$ cat config.mk
export PLATFORM = sky130hd
export DESIGN_NAME = register_file
export DESIGN_NICKNAME = d
export VERILOG_FILES = /design/src/rtl/register_file.sv
export SDC_FILE = /design/constraint.sdc
export NUM_CORES = 2
export LEC_CHECK = 0
export CELL_PAD_IN_SITES_DETAIL_PLACEMENT = 0
export CELL_PAD_IN_SITES_GLOBAL_PLACEMENT = 1
export CORE_MARGIN = 2
export CORE_UTILIZATION = 45
export DETAILED_ROUTE_END_ITERATION = 10
export GPL_TIMING_DRIVEN = 0
export PLACE_DENSITY = 0.74
export SYNTH_ARGS = -nofsm -noshare
export SYNTH_HDL_FRONTEND = slang
export SYNTH_SLANG_ARGS = --single-unit
export TNS_END_PERCENT = 5
$ cat constraint.sdc
create_clock -name clock -period 4.6 [get_ports clock]
set_input_delay 1.38 -clock clock [delete_from_list [all_inputs] [get_ports clock]]
set_output_delay 1.38 -clock clock [all_outputs]
set_load 0.02 [all_outputs]
$ cat src/rtl/register_file.sv
// register_file: 2R/1W register bank with a hard-wired zero register,
// a sequential clear sweep, and an optional write-to-read bypass.
//
// Ports: clock, reset_n (async, active-low); clear starts a sweep
//   (sampled only when idle); write/write_address/write_data form the
//   write port; read_address_n/read_data_n are combinational reads;
//   ready is high only when idle.
// Define REGFILE_BYPASS_EN to forward same-cycle writes to the reads.
module register_file #(
  parameter int DATA_WIDTH = 64,
  parameter int ADDR_WIDTH = 5,
  parameter int ZERO_REG   = 31
) (
  input  logic                  clock,
  input  logic                  reset_n,
  input  logic                  clear,
  input  logic                  write,
  input  logic [ADDR_WIDTH-1:0] write_address,
  input  logic [DATA_WIDTH-1:0] write_data,
  input  logic [ADDR_WIDTH-1:0] read_address_1,
  input  logic [ADDR_WIDTH-1:0] read_address_2,
  output logic [DATA_WIDTH-1:0] read_data_1,
  output logic [DATA_WIDTH-1:0] read_data_2,
  output logic                  ready
);

  localparam int DEPTH = 2 ** ADDR_WIDTH;
  localparam logic [ADDR_WIDTH-1:0] ZR =
    ADDR_WIDTH'(ZERO_REG);
  localparam logic [ADDR_WIDTH-1:0] LAST =
    ADDR_WIDTH'(DEPTH - 1);

  typedef enum logic {
    ST_CLEAR,
    ST_IDLE
  } state_t;

  state_t                state_q;
  state_t                state_d;
  logic [ADDR_WIDTH-1:0] clear_index_q;
  logic [ADDR_WIDTH-1:0] clear_index_d;

  logic [DATA_WIDTH-1:0] mem_q [DEPTH];

  logic                  mem_we;
  logic [ADDR_WIDTH-1:0] mem_wa;
  logic [DATA_WIDTH-1:0] mem_wd;

  // The sweep and the write port share the single RAM write port.
  always_comb begin
    state_d       = state_q;
    clear_index_d = clear_index_q;
    mem_we        = 1'b0;
    mem_wa        = write_address;
    mem_wd        = write_data;
    unique case (state_q)
      ST_CLEAR: begin
        mem_we        = 1'b1;
        mem_wa        = clear_index_q;
        mem_wd        = '0;
        clear_index_d = clear_index_q + 1'b1;
        if (clear_index_q == LAST) begin
          state_d = ST_IDLE;
        end
      end
      ST_IDLE: begin
        if (write && (write_address != ZR)) begin
          mem_we = 1'b1;
        end
        if (clear) begin
          state_d       = ST_CLEAR;
          clear_index_d = '0;
        end
      end
      default: begin
        state_d       = ST_CLEAR;
        clear_index_d = '0;
      end
    endcase
  end

  always_ff @(posedge clock or negedge reset_n) begin
    if (!reset_n) begin
      state_q       <= ST_CLEAR;
      clear_index_q <= '0;
    end else begin
      state_q       <= state_d;
      clear_index_q <= clear_index_d;
    end
  end

  // Storage is left unreset so it maps onto RAM.
  always_ff @(posedge clock) begin
    if (mem_we) begin
      mem_q[mem_wa] <= mem_wd;
    end
  end

  assign ready = (state_q == ST_IDLE);

`ifdef REGFILE_BYPASS_EN
  logic wr_live;
  assign wr_live = ready && write && (write_address != ZR);
`endif

  always_comb begin
    read_data_1 = '0;
    if (ready && (read_address_1 != ZR)) begin
      read_data_1 = mem_q[read_address_1];
    end
`ifdef REGFILE_BYPASS_EN
    if (wr_live && (write_address == read_address_1)) begin
      read_data_1 = write_data;
    end
`endif
  end

  always_comb begin
    read_data_2 = '0;
    if (ready && (read_address_2 != ZR)) begin
      read_data_2 = mem_q[read_address_2];
    end
`ifdef REGFILE_BYPASS_EN
    if (wr_live && (write_address == read_address_2)) begin
      read_data_2 = write_data;
    end
`endif
  end

endmodule
==> impl_metrics.py <==
metrics = {
    "logic_synthesis": {
        "post-synth-top-area-cell": "edfxtp_1",
        "synth_nets": 4904,
        "ys_warn_count": 0,
        "synth.distinct_cells": 48,
        "synth.avg_cell_area_um2": 19.5,
        "synth_area_um2": 94200,
        "synth_edf_count": 2048,
        "synth_ff_type": "edfxtp_1",
        "synth-seq-cells": 2054,
        "seq_area_frac_synth_pct": 65.5,
        "netlist.area_leader.share_pct": 65.3,
        "synth.area.top_cells": "edfxtp_1, mux4_2, mux2i_1",
        "synthCells": 4819,
        "async_flop_share_pct": 0.292,
    },
    "global_route": {
        "grt_usage_pct": 28.6,
        "antenna_found_initial": 13,
        "grt_pass1_vias": 57700,
        "grt_overflow": 0,
        "grt_pass1_wl_mm": 429,
        "grt_max_degree": 33,
    },
    "routing": {
        "routed_via_density": 6.77,
        "drc_errors": 0,
        "drt_iter0_drc": 7633,
        "vias": 56600,
        "routed_wl_mm": 306,
        "dr.pass1.iters": 5,
        "ant_nets": 0,
        "wl_per_cell_um": 36.5,
    },
    "worst_hold_path": {
        "min_path_type": "flop to flop",
        "worstHoldStart": "clear_index_q[4]",
    },
    "worst_setup_path": {
        "critPathCaptureType": "primary output",
        "rr_startpoint": "ready",
        "critPathMaxFanout": 10,
        "critical_path_depth": 8,
        "cp.arrival_ps": 3470,
        "worst_ep_required_time_ps": 3220,
        "crit_family": "buffers and inverters",
        "worstSetupPathType": "input pin to primary output",
        "critPathBufInv": 4,
        "critical_path.slowest_cell": "a2111oi_4",
        "crit_path_end": "read_data_1[49]",
        "cp-start-kind": "input pin",
        "reg2regPathDepth": 8,
        "cp_slowest_stage_delay_ps": 560,
        "cpMostUsedCell": "buf_2",
        "crit_path_start": "read_address_1[2]",
        "timing.rr.end": "mem_q[1][38]",
        "reg2reg_slack_ps": 1080,
        "path_cells": "buf_4 > nand3_1 > buf_6 > buf_2 > o22ai_1 > a2111oi_4 > a211oi_4 > buf_2",
    },
    "sta": {
        "slew_headroom_pct": 4.91,
        "clock_skew_ps": 39.8,
        "setup_viol": 128,
        "rsz0062_at_grt": "true",
        "worst_slew_pin_slew_ps": 1430,
        "period_minus_slack_ps": 4850,
        "worst_slack_ps": -254,
        "fmaxAchievable_mhz": 206,
        "finalHoldViolations": 0,
        "tns_ps": -17620,
        "finalCritPeriodShare_pct": 106,
        "slew_viol_final": 0,
    },
    "clocking": {
        "clk_latency_ps": 850,
        "cts_tree": "yes",
        "postCtsHoldBufs": 0,
        "clockBufferDepth": 3,
        "clk_pin_slew_ps": 60,
        "clkSinkCount": 2054,
        "cts_made_buffers": 208,
        "clockRootBuffer": "clkbuf_16",
        "cts_htree_levels": 4,
    },
    "cells_and_area": {
        "stdcell_count": 8371,
        "fin_nets": 5478,
        "drive_gt1_share_pct": 39.2,
        "areaGrowthSynthToFinish_pct": 22.9,
        "n_fill_cell": 15500,
    },
    "die": {
        "design.portCount": 212,
        "core_area_um2": 207000,
        "fp.dieW_um": 461,
        "die_height_um": 461,
        "initial_core_util_pct": 45.4,
        "dieArea_um2": 213000,
        "rows": 167,
    },
    "placed_design": {
        "port_buffers": 203,
        "placed_cells": 7908,
        "dpl.hpwl_mm": 213,
        "finalWeightedCongestion": 0.841,
        "pre_cts_slack_ps": -2750,
    },
    "power": {
        "ir_drop_mv": 0.389,
        "leakagePower_nw": 37.8,
        "p_per_area_nw_per_um2": 444,
    },
    "flow_run": {
        "drv_cap": 0,
    },
    "run_status": {
        "violations": "setup timing",
        "outcome": "complete, but fails checks",
    },
}
-- cell usage in the layout (no fill, tap or decap), types with 63 or more instances in the layout --
| cell type | synthesis | final |
|---|---|---|
| a211oi_2 | 0 | 104 |
| mux4_2 | 768 | 768 |
| clkbuf_1 | 196 | 66 |
| mux2i_1 | 511 | 505 |
| and2_1 | 64 | 64 |
| clkdlybuf4s50_1 | 0 | 73 |
| buf_4 | 63 | 143 |
| o221ai_1 | 127 | 116 |
| buf_12 | 0 | 117 |
| clkbuf_2 | 0 | 63 |
| a2111oi_4 | 0 | 125 |
| clkbuf_16 | 0 | 217 |
| a22oi_1 | 127 | 85 |
| a21oi_1 | 128 | 112 |
| buf_6 | 37 | 75 |
| o22ai_1 | 129 | 87 |
| edfxtp_1 | 2048 | 2048 |
| a22o_1 | 128 | 105 |
-- cell usage after synthesis (2+ instances only) --
master and number:
a2111oi_0 88, a2111oi_1 5, a2111oi_2 34, a211oi_1 127, a21oi_1 128, a22o_1 128, a22oi_1 127, a311oi_1 2
a31oi_1 3, and2_1 64, buf_1 34, buf_2 87, buf_4 63, buf_6 37, clkbuf_1 196, clkbuf_4 2
dfrtp_1 6, edfxtp_1 2048, ha_1 2, inv_1 4, mux2_2 3, mux2i_1 511, mux4_2 768, nand2_1 17
nand3_1 4, nand3b_1 2, nor2_1 42, nor2b_1 7, nor3_1 2, nor3b_1 3, o21ai_0 2, o21ai_2 2
o221ai_1 127, o22ai_1 129, o2bb2ai_1 2
-- per-layer routing --
metal | wire length [um] | GRT usage, % | share of wire [%] | up-vias
li1 | - | - | - | 22400
met1 | 115000 | 38.1 | 38 | 30300
met2 | 146000 | 45.5 | 48 | 3396
met3 | 32900 | 6.94 | 11 | 547
met4 | 11600 | 10.7 | 3.8 | 4
met5 | 25 | 0 | 0.0082 | -
-- logic make-up after synthesis --
group	after synthesis	share of synthesized area, %
AO/OA/AOI/OAI	910	7.49
XOR/XNOR	2	0.0186
adder cells (fa/ha/maj)	2	0.0266
buffers and inverters	423	2.36
flip-flops	2054	65.5
multiplexers	1282	23.8
AND/OR/NAND/NOR	146	0.812
-- power by group --
part | leakage, nW | total (mW) | switching, mW | internal, mW
sequential | 19.1 | 24.5 | 0.887 | 23.6
combinational | 15.4 | 10.0 | 6.14 | 3.89
clock | 3.25 | 16.8 | 7.44 | 9.41
-- stage by stage --
step / util, % / hold slack, ps / total power [mW] / instance area [um2]
after floorplan: - / 564 / 29.5 / 94200
after global placement: 48.0 / 601 / 33.0 / 99700
after detailed placement: 49.2 / 609 / 33.7 / 102000
after CTS: 55.5 / 619 / 51.2 / 115000
after global routing: 55.8 / 662 / 52.7 / 116000
final: 55.8 / 621 / 51.4 / 116000
-- flip-flops by register name, summed over array words and instances (netlist names) --
signal         flops
clear_index_q      5
mem_q           2048
ready              1
-- worst min-delay path by stage --
stage / end / slack (ps) / cells after the start
after global placement: clear_index_q[4] / 600 / 2
after floorplan: clear_index_q[4] / 560 / 2
after global routing: clear_index_q[4] / 660 / 2
after detailed placement: clear_index_q[4] / 610 / 2
after CTS: clear_index_q[4] / 620 / 2
final: clear_index_q[4] / 620 / 2
-- cell type report --
| class | instances | area (um2) | share of cell area, % |
|---|---|---|---|
| antenna | 12 | 30.0 | 0.0260 |
| sequential | 2054 | 61600 | 53.3 |
| tap | 2788 | 3490 | 3.02 |
| clock inverter | 132 | 1260 | 1.09 |
| multi-input combinational | 2342 | 34300 | 29.7 |
| clock buffer | 256 | 5430 | 4.69 |
| inverter | 4 | 15.0 | 0.0130 |
| timing repair buffer | 367 | 4890 | 4.23 |
| buffer | 416 | 4600 | 3.97 |
-- tightest hold or removal path: cells and delay by family (launching register included) --
kind / cells / cell delay [ps]
flops: 1 / 430
simple gates: 1 / 90
compound gates: 1 / 60
-- timing repair --
item                        CTS  global route
cloned                       13             1
hold endpoints to repair      0             0
setup endpoints to repair   128           128
resized for setup          1810           231
pin swaps                   135           110
setup buffers                43            10
No activity file was read; power rests on OpenSTA's default activity.
